<file path="src/rtl/s9_alu_pkg.sv">
// Shared types and constants for the sequential ALU front-end.
// FSM states, opcodes, flag bit positions and the opcode check.
package s9_alu_pkg;

    typedef enum logic [2:0] {
        WAIT_A  = 3'd0,
        WAIT_B  = 3'd1,
        WAIT_OP = 3'd2,
        SHOW    = 3'd3,
        ERROR   = 3'd4
    } state_t;

    typedef enum logic [2:0] {
        OP_ADD = 3'd0,
        OP_SUB = 3'd1,
        OP_AND = 3'd2,
        OP_OR  = 3'd3,
        OP_XOR = 3'd4
    } op_t;

    localparam int FLAG_N = 4;
    localparam int FLAG_Z = 3;
    localparam int FLAG_C = 2;
    localparam int FLAG_V = 1;
    localparam int FLAG_P = 0;

    function automatic logic op_is_valid(input logic [2:0] code);
        return (code <= 3'd4);
    endfunction

endpackage

</file>
<file path="src/rtl/s9_alu_core.sv">
// Combinational ALU datapath: result and {N,Z,C,V,P} for one operation.
// The caller registers both outputs.
module s9_alu_core
    import s9_alu_pkg::*;
#(
    parameter int WIDTH = 16
) (
    input  logic [WIDTH-1:0] a_i,
    input  logic [WIDTH-1:0] b_i,
    input  logic [2:0]       op_i,
    output logic [WIDTH-1:0] result_o,
    output logic [4:0]       flags_o
);

    logic [WIDTH:0] ext_s;
    logic           carry_s;
    logic           ovf_s;

    function automatic logic parity_f(input logic [WIDTH-1:0] v);
        return ^v;
    endfunction

    // Operation select in WIDTH+1 bits so the top bit carries C (or borrow for SUB).
    always_comb begin
        ext_s   = {(WIDTH+1){1'b0}};
        carry_s = 1'b0;
        ovf_s   = 1'b0;
        case (op_i)
            OP_ADD: begin
                ext_s   = {1'b0, a_i} + {1'b0, b_i};
                carry_s = ext_s[WIDTH];
                ovf_s   = (a_i[WIDTH-1] == b_i[WIDTH-1]) && (ext_s[WIDTH-1] != a_i[WIDTH-1]);
            end
            OP_SUB: begin
                ext_s   = {1'b0, a_i} - {1'b0, b_i};
                carry_s = ext_s[WIDTH];
                ovf_s   = (a_i[WIDTH-1] != b_i[WIDTH-1]) && (ext_s[WIDTH-1] != a_i[WIDTH-1]);
            end
            OP_AND:  ext_s = {1'b0, a_i & b_i};
            OP_OR:   ext_s = {1'b0, a_i | b_i};
            OP_XOR:  ext_s = {1'b0, a_i ^ b_i};
            default: ext_s = {(WIDTH+1){1'b0}};
        endcase
    end

    // Flag assembly from the truncated result.
    always_comb begin
        result_o         = ext_s[WIDTH-1:0];
        flags_o          = 5'b00000;
        flags_o[FLAG_N]  = ext_s[WIDTH-1];
        flags_o[FLAG_Z]  = (ext_s[WIDTH-1:0] == {WIDTH{1'b0}});
        flags_o[FLAG_C]  = carry_s;
        flags_o[FLAG_V]  = ovf_s;
        flags_o[FLAG_P]  = parity_f(ext_s[WIDTH-1:0]);
    end

endmodule

</file>
<file path="src/rtl/s9_alu_seq_ctrl.sv">
// Sequential ALU front-end: A, B and opcode entered on one bus, one Enter press each.
// Result and flags are held for the display; optional chaining reuses the result as A.
module s9_alu_seq_ctrl
    import s9_alu_pkg::*;
#(
    parameter int WIDTH    = 16,
    parameter bit CHAIN_EN = 1'b1
) (
    input  logic             clk,
    input  logic             reset,
    input  logic             Enter,
    input  logic             Chain,
    input  logic [WIDTH-1:0] DataIn,
    output logic [WIDTH-1:0] ToDisplay,
    output logic [4:0]       Flags,
    output logic [2:0]       Status
);

    state_t           state_q, state_d;
    logic [WIDTH-1:0] a_q, a_d;
    logic [WIDTH-1:0] b_q, b_d;
    logic [WIDTH-1:0] result_q, result_d;
    logic [WIDTH-1:0] disp_q, disp_d;
    logic [4:0]       flags_q, flags_d;
    logic             enter_q;
    logic             arm_q;
    logic             go_s;
    logic [WIDTH-1:0] core_result_s;
    logic [4:0]       core_flags_s;

    // arm_q blocks a press that was already held when reset released.
    assign go_s = Enter & ~enter_q & arm_q;

    s9_alu_core #(.WIDTH(WIDTH)) u_core (
        .a_i      (a_q),
        .b_i      (b_q),
        .op_i     (DataIn[2:0]),
        .result_o (core_result_s),
        .flags_o  (core_flags_s)
    );

    // Next-state, operand capture and display/flag selection.
    always_comb begin
        state_d  = state_q;
        a_d      = a_q;
        b_d      = b_q;
        result_d = result_q;
        disp_d   = disp_q;
        flags_d  = flags_q;
        case (state_q)
            WAIT_A: begin
                disp_d = DataIn;
                if (go_s) begin
                    a_d     = DataIn;
                    state_d = WAIT_B;
                end else begin
                    state_d = WAIT_A;
                end
            end
            WAIT_B: begin
                disp_d = DataIn;
                if (go_s) begin
                    b_d     = DataIn;
                    state_d = WAIT_OP;
                end else begin
                    state_d = WAIT_B;
                end
            end
            WAIT_OP: begin
                disp_d = {{(WIDTH-3){1'b0}}, DataIn[2:0]};
                if (go_s && op_is_valid(DataIn[2:0])) begin
                    result_d = core_result_s;
                    disp_d   = core_result_s;
                    flags_d  = core_flags_s;
                    state_d  = SHOW;
                end else if (go_s) begin
                    disp_d  = {WIDTH{1'b1}};
                    flags_d = 5'b00000;
                    state_d = ERROR;
                end else begin
                    state_d = WAIT_OP;
                end
            end
            SHOW: begin
                disp_d = result_q;
                if (go_s && Chain && CHAIN_EN) begin
                    a_d     = result_q;
                    state_d = WAIT_B;
                end else if (go_s) begin
                    flags_d = 5'b00000;
                    state_d = WAIT_A;
                end else begin
                    state_d = SHOW;
                end
            end
            ERROR: begin
                disp_d  = {WIDTH{1'b1}};
                flags_d = 5'b00000;
                if (go_s) begin
                    state_d = WAIT_A;
                end else begin
                    state_d = ERROR;
                end
            end
            default: begin
                disp_d  = {WIDTH{1'b0}};
                flags_d = 5'b00000;
                state_d = WAIT_A;
            end
        endcase
    end

    // State and datapath registers with synchronous reset.
    always_ff @(posedge clk) begin
        if (reset) begin
            state_q  <= WAIT_A;
            a_q      <= {WIDTH{1'b0}};
            b_q      <= {WIDTH{1'b0}};
            result_q <= {WIDTH{1'b0}};
            disp_q   <= {WIDTH{1'b0}};
            flags_q  <= 5'b00000;
            enter_q  <= 1'b0;
            arm_q    <= 1'b0;
        end else begin
            state_q  <= state_d;
            a_q      <= a_d;
            b_q      <= b_d;
            result_q <= result_d;
            disp_q   <= disp_d;
            flags_q  <= flags_d;
            enter_q  <= Enter;
            arm_q    <= arm_q | ~Enter;
        end
    end

    assign ToDisplay = disp_q;
    assign Flags     = flags_q;
    assign Status    = state_q;

endmodule
</file>
<file path="config.mk">
export PLATFORM = sky130hd
export DESIGN_NAME = s9_alu_seq_ctrl
export DESIGN_NICKNAME = d
export VERILOG_FILES = /design/src/rtl/s9_alu_pkg.sv /design/src/rtl/s9_alu_core.sv /design/src/rtl/s9_alu_seq_ctrl.sv
export SDC_FILE = /design/constraint.sdc
export NUM_CORES = 1
export LEC_CHECK = 0
export CAP_MARGIN = 15
export CORE_UTILIZATION = 65
export DETAILED_ROUTE_END_ITERATION = 6
export HOLD_SLACK_MARGIN = 0.08
export PLACE_DENSITY = 0.95
export SETUP_SLACK_MARGIN = 0.3
export SLEW_MARGIN = 20
export SYNTH_ARGS = -nofsm -noshare
export SYNTH_HDL_FRONTEND = slang
export SYNTH_SLANG_ARGS = --single-unit
export TNS_END_PERCENT = 100
</file>
<file path="constraint.sdc">
create_clock -name clk -period 6.6 [get_ports clk]
set_clock_uncertainty 0.15 [all_clocks]
set_input_delay 1.32 -clock clk [delete_from_list [all_inputs] [get_ports clk]]
set_output_delay 1.32 -clock clk [all_outputs]
set_load 0.05 [all_outputs]
</file>
==> impl_metrics.tcl, run 1 <==
set metrics [dict create \
    cts_htree_levels 3 \
    clk_path_buf_depth 2 \
    clkSinkCount 74 \
    final_cells 917 \
    routed_wl_mm 18.42 \
    cp_max_fo 15 \
    place_ws_ns 0.8698 \
    vdd_drop_max_mv 0.2354 \
    min_path_type "register to register" \
    cts_made_buffers 9 \
    syn_to_final_growth_pct 9.966 \
    gp_congestion 0.9121 \
    p_sw_uw 383.1 \
    ys.flop_type "dfxtp_1" \
    cts_setup_buffers 0 \
    setup_violations 0 \
    min_period_ns 5.495 \
    switching_share_pct 32.16 \
    vias 6242 \
    syn_avg_cell_area_sq_um 7.384 \
    drcViolationCount 0 \
    crit_family "simple AND/OR/NAND/NOR gates" \
    path_class "input pin to register" \
    rows 34 \
    cp_slowest_cell "clkdlybuf4s50_1" \
    overflow 0 \
    start_util_pct 67.23 \
    ys_types 76 \
    holdBufCountCts 0 \
    setup_ws_ns 1.105 \
    synth_edf_count 0 \
    slowest_delay_ns 0.75 \
    report.final.hold_viol_count 0 \
    seqPwrFrac_pct 39.9 \
    cp_data_required_time_ns 6.67 \
    hpwl_mm 13.29 \
    cts-root-buf "clkbuf_8" \
    fillers 658 \
    crit_chain "clkdlybuf4s50_1, or3_1, or3_1, a32oi_1, nor2_1, ha_1, xor2_1, xnor2_1, xnor2_1, a211oi_1, a211oi_1, xnor2_1, xnor3_1, nand3b_1, o211ai_1" \
    synth_seq_area_share_pct 25.27 \
    grt_pass1_wl_mm 29.72 \
    vias_per_cell 6.807 \
    antenna_left 0 \
    portBuffers 43 \
    first_iter_violations 722 \
    fin_setup_tns_ns 0 \
    clockPowerShare_pct 31.9 \
    clkTransAtPathRegs_ns 0.07 \
    die-area_sq_um 9404 \
    ys_ff_latch 74 \
    critPathBufInv 1 \
    drive_gt1_share_pct 5.933 \
    ys_async_sr_fraction_pct 0 \
    first_pass_iters 6 \
    synthCells 794 \
    rsz0062_at_grt "no" \
    post_cts_resized 0 \
    total_leakage_power_uw 0.002333 \
    worstSkewPairLatency_ns 0.35 \
    endpoint_kind "register" \
    finalPower_uw 1191 \
    grt_pass1_vias 5839 \
    die_y_um 96.98 \
    p_int_uw 808.0 \
    max_cap_viol_count 0 \
    yosys_warnings 0 \
    worst_setup_path_start_kind "input pin" \
    syn_nets 869 \
    outcome "finished, final reports clean" \
    max_freq_mhz 182.0 \
    antenna_found_initial 0 \
    power.density_nw_per_um2 184.7 \
    num-nets-final 879 \
    tritoncts "yes" \
    syn_area_sq_um 5863 \
    fin_crit_sh_pct 83.25 \
    arrival_ns 5.57 \
    netlist_top_cells_area "dfxtp_1 (25%), ha_1 (11%), nand2_1 (7.5%)" \
    synthTopCellsByCount "nand2_1 (117), a21oi_1 (78), dfxtp_1 (74)" \
    placed_cells 901 \
    slew-limit-headroom_pct 30.33 \
    synth_top_area_share_pct 25.27 \
    grt_max_degree 59 \
    worst_pin_slew_ns 1.045 \
    wire_per_inst_um 20.08 \
    diodes 0 \
    power_frac_comb_pct 28.2 \
    slew_violations 0 \
    synth.most_common_cell "nand2_1" \
    grt_usage_pct 39.09 \
    core_sq_um 8721 \
    crit_top_cell "xnor2_1" \
    synth_area_leader_cell "dfxtp_1" \
    die_w_um 96.98 \
    io_pins 44 \
]
## worst min-delay path, delay by kind of cell, from the launching register on
| kind | cells | cell delay [ns] |
|---|---|---|
| and+or+nand+nor | 1 | 0.05 |
| AOI/OAI and AO/OA | 1 | 0.05 |
| DFF | 1 | 0.32 |
## final timing paths
path | from | to | slack, ns | depth (start not counted)
setup / recovery | DataIn[1] | Flags[0] | 1.11 | 15
hold / removal | result_q[8] | result_q[8] | 0.31 | 2
setup reg to reg | a_q[0] | Flags[0] | 1.23 | 22
hold reg to reg | result_q[8] | result_q[8] | 0.31 | 2
## cells by family after synthesis
| group | count (synthesis) | synth area share (%) |
|---|---|---|
| and+or+nand+nor | 289 | 22.49 |
| buffers and inverters | 108 | 8.066 |
| adders and majority gates | 55 | 11.99 |
| xor gates and xnor gates | 15 | 2.475 |
| DFF | 74 | 25.27 |
| AOI/OAI and AO/OA | 251 | 29.36 |
| muxes | 2 | 0.3415 |
## layout by cell type, fill, tap and decap left out, types with 5 or more instances in the layout
| master | netlist | routed |
|---|---|---|
| nand3_1 | 13 | 13 |
| nor2_1 | 69 | 69 |
| o21a_1 | 6 | 6 |
| inv_1 | 53 | 53 |
| o22a_1 | 5 | 5 |
| or2_2 | 5 | 5 |
| a31oi_1 | 8 | 8 |
| o21ai_0 | 32 | 32 |
| clkdlybuf4s50_1 | 0 | 42 |
| and2_1 | 5 | 5 |
| clkbuf_8 | 3 | 9 |
| ha_1 | 53 | 53 |
| a21o_1 | 6 | 6 |
| xnor2_1 | 11 | 11 |
| o211ai_1 | 12 | 12 |
| a41oi_1 | 11 | 11 |
| nand2b_1 | 11 | 11 |
| o21ai_1 | 6 | 6 |
| a22oi_1 | 11 | 11 |
| nand2_1 | 117 | 117 |
| a21oi_1 | 78 | 78 |
| buf_4 | 5 | 11 |
| a311oi_1 | 16 | 16 |
| a211oi_1 | 17 | 17 |
| nor2b_1 | 19 | 19 |
| nor3_1 | 25 | 24 |
| dfxtp_1 | 74 | 74 |
| or3_1 | 5 | 5 |
## power by group through the flow
stage / Combinational [uW] / Sequential, uW / Clock [uW]
after global placement: 317 / 483 / 0
after global routing: 359 / 476 / 395
after detailed placement: 325 / 484 / 0
after floorplan: 225 / 500 / 0
final: 336 / 475 / 380
after CTS: 328 / 474 / 376
## layer usage
metal	vias up	routed length [um]	track usage (%)
li1	2819	-	-
met1	2915	7547	52.78
met2	449	8333	61.97
met3	59	2049	7.225
met4	0	487	14.70
met5	-	0	0
## layout make-up
class | instances | area (sq um) | share of cell area (%)
multi-input cells | 612 | 3914 | 60.70
inverters | 53 | 198.9 | 3.086
well taps | 108 | 135.1 | 2.096
clock inverters | 5 | 78.83 | 1.223
flip-flops and latches | 74 | 1481 | 22.98
clock buffers | 11 | 131.4 | 2.038
repair buffers | 54 | 508.0 | 7.879
## sequential cells by signal, indices dropped and copies added (netlist names)
| name | flops |
|---|---|
| Flags | 5 |
| enter_q | 1 |
| b_q | 16 |
| Status | 3 |
| a_q | 16 |
| ToDisplay | 16 |
| result_q | 16 |
| arm_q | 1 |
## metrics by stage
stage                     hold WS, ns  area, sq um  util, %
after floorplan                0.2801         5863        -
after global placement         0.2873         6237    71.52
after detailed placement       0.2979         6237    71.52
after CTS                      0.3137         6447    73.93
after global routing           0.3401         6447    73.93
final                          0.3142         6447    73.93
No activity file was read; power rests on OpenSTA's default activity.
==> inputs of run 2 (changes only) <==
--- a/config.mk
+++ b/config.mk
@@ -6,10 +6,10 @@
 export NUM_CORES = 1
 export LEC_CHECK = 0
 export CAP_MARGIN = 15
-export CORE_UTILIZATION = 65
+export CORE_UTILIZATION = 60
 export DETAILED_ROUTE_END_ITERATION = 6
 export HOLD_SLACK_MARGIN = 0.08
-export PLACE_DENSITY = 0.95
+export PLACE_DENSITY = 0.92
 export SETUP_SLACK_MARGIN = 0.3
 export SLEW_MARGIN = 20
 export SYNTH_ARGS = -nofsm -noshare
==> constraint.sdc (replaced) <==
create_clock -name clk -period 5.26 [get_ports clk]
set_clock_uncertainty 0.15 [all_clocks]
set_input_delay 1.052 -clock clk [delete_from_list [all_inputs] [get_ports clk]]
set_output_delay 1.052 -clock clk [all_outputs]
set_load 0.05 [all_outputs]
==> impl_metrics.tcl, run 2 (same netlist as run 1, synthesis figures left out) <==
set metrics [dict create \
    outcome "finished, final reports clean" \
    die-area_sq_um 10170 \
    clkSinkCount 74 \
    clkTransAtPathRegs_ns 0.08 \
    path_class "register to register" \
    clk_path_buf_depth 2 \
    antenna_left 0 \
    worst_pin_slew_ns 0.8969 \
    cts_made_buffers 9 \
    die_w_um 100.9 \
    slew_violations 0 \
    rows 35 \
    start_util_pct 62.56 \
    routed_wl_mm 18.23 \
    cts-root-buf "clkbuf_8" \
    seqPwrFrac_pct 38.9 \
    fin_setup_tns_ns 0 \
    syn_to_final_growth_pct 13.27 \
    p_sw_uw 485.7 \
    die_y_um 100.9 \
    cts_htree_levels 3 \
    gp_congestion 1.018 \
    vias_per_cell 6.455 \
    wire_per_inst_um 19.15 \
    grt_usage_pct 36.40 \
    max_freq_mhz 210.2 \
    setup_violations 0 \
    fin_crit_sh_pct 90.44 \
    cp_max_fo 3 \
    slowest_delay_ns 0.43 \
    final_cells 952 \
    vdd_drop_max_mv 0.3305 \
    power.density_nw_per_um2 229.6 \
    arrival_ns 4.84 \
    final_util_pct 70.87 \
    crit_chain "inv_1, ha_1, inv_1, fa_1, nor2b_1, o211ai_1, a31oi_2, o41ai_2, xnor2_1, o21ai_1, nand2_1, a31oi_2, ha_1, xor2_1, xnor2_1, xnor2_1, a211oi_2, a211oi_2, xnor2_1, xnor3_1, nand3b_1, o211ai_1" \
    first_iter_violations 591 \
    endpoint_kind "register" \
    io_pins 44 \
    switching_share_pct 31.84 \
    grt_max_degree 58 \
    grt_pass1_wl_mm 28.67 \
    clockPowerShare_pct 31.9 \
    rsz0062_at_grt "no" \
    grt_pass1_vias 5631 \
    min_period_ns 4.757 \
    antenna_found_initial 1 \
    min_from "Flags[2]" \
    portBuffers 43 \
    r2r_start "a_q[0]" \
    min_path_type "register to register" \
    critPathBufInv 2 \
    placed_cells 933 \
    power_frac_comb_pct 29.1 \
    diodes 0 \
    placed_area_sq_um 6346 \
    worst_setup_path_start_kind "register" \
    max_cap_viol_count 0 \
    startpoint "a_q[0]" \
    first_pass_iters 6 \
    overflow 0 \
    crit_top_cell "xnor2_1" \
    crit_family "compound AO/OA/AOI/OAI gates" \
    num-nets-final 893 \
    drive_gt1_share_pct 8.870 \
    final_cell_mix "nand2_1 (117), a21oi_1 (77), dfxtp_1 (73)" \
    place_ws_ns 0.3183 \
    slew-limit-headroom_pct 39.99 \
    cp_slowest_cell "fa_1" \
    total_leakage_power_uw 0.002408 \
    cp_data_required_time_ns 5.34 \
    vias 6145 \
    worstSkewPairLatency_ns 0.35 \
    setup_ws_ns 0.5029 \
    core_sq_um 9371 \
    p_int_uw 1039 \
    report.final.hold_viol_count 0 \
    holdBufCountCts 0 \
    hpwl_mm 13.43 \
    drcViolationCount 0 \
    final_area_sq_um 6641 \
    layout_commonest_cell "nand2_1" \
    tritoncts "yes" \
]
-- run 2: changes by cell type in the layout (fill, tap and decap cells not counted), sizes merged --
cell,change
clkinvlp,+1
buf,+14
clkinv,-1
-- run 2: worst paths after layout --
kind / to / slack, ns / cells after the start
max: Flags[0] / 0.50 / 22
min: Flags[2] / 0.30 / 2
max reg2reg: Flags[0] / 0.50 / 22
min reg2reg: Flags[2] / 0.30 / 2
-- run 2: final cells by class --
cell class | instances | area, sq um
fill | 748 | 2730
clock inverter | 5 | 77.57
tap | 129 | 161.4
timing repair buffer | 68 | 613.1
sequential | 74 | 1483
inverter | 53 | 198.9
multi-input combinational | 612 | 3966
clock buffer | 11 | 141.4
-- run 2: stage by stage --
step | power, uW | hold WS, ns
after detailed placement | 1020 | 0.2964
after floorplan | 909.3 | 0.2801
final | 1525 | 0.3024
after global routing | 1587 | 0.3259
after CTS | 1500 | 0.3061
after global placement | 1013 | 0.2873
-- run 2: per-layer routing --
metal | wire length [um] | share of wire, % | vias up | global-route usage (%)
li1 | - | - | 2857 | -
met1 | 7826 | 43 | 2828 | 51.40
met2 | 8067 | 44 | 401 | 55.64
met3 | 1819 | 10 | 59 | 6.311
met4 | 514 | 2.8 | 0 | 13.04
met5 | 0 | 0 | - | 0
-- run 2: worst min-delay path, delay by kind of cell (launching register included) --
kind	cells	cell delay, ns
AOI/OAI and AO/OA	1	0.05
DFF	1	0.31
and+or+nand+nor	1	0.05
-- run 2: what timing repair did --
item	4_1_cts	5_1_grt
gates resized for setup	0	10
pin swaps	1	6
endpoints found under the setup margin	1	1
buffers inserted	0	3
-- run 2: power by group through the flow --
stage,clock network [uW],logic (uW),registers (uW)
final,487,444,594
after global routing,516,476,596
after CTS,489,419,593
after detailed placement,0,415,606
after global placement,0,409,605
after floorplan,0,282,627
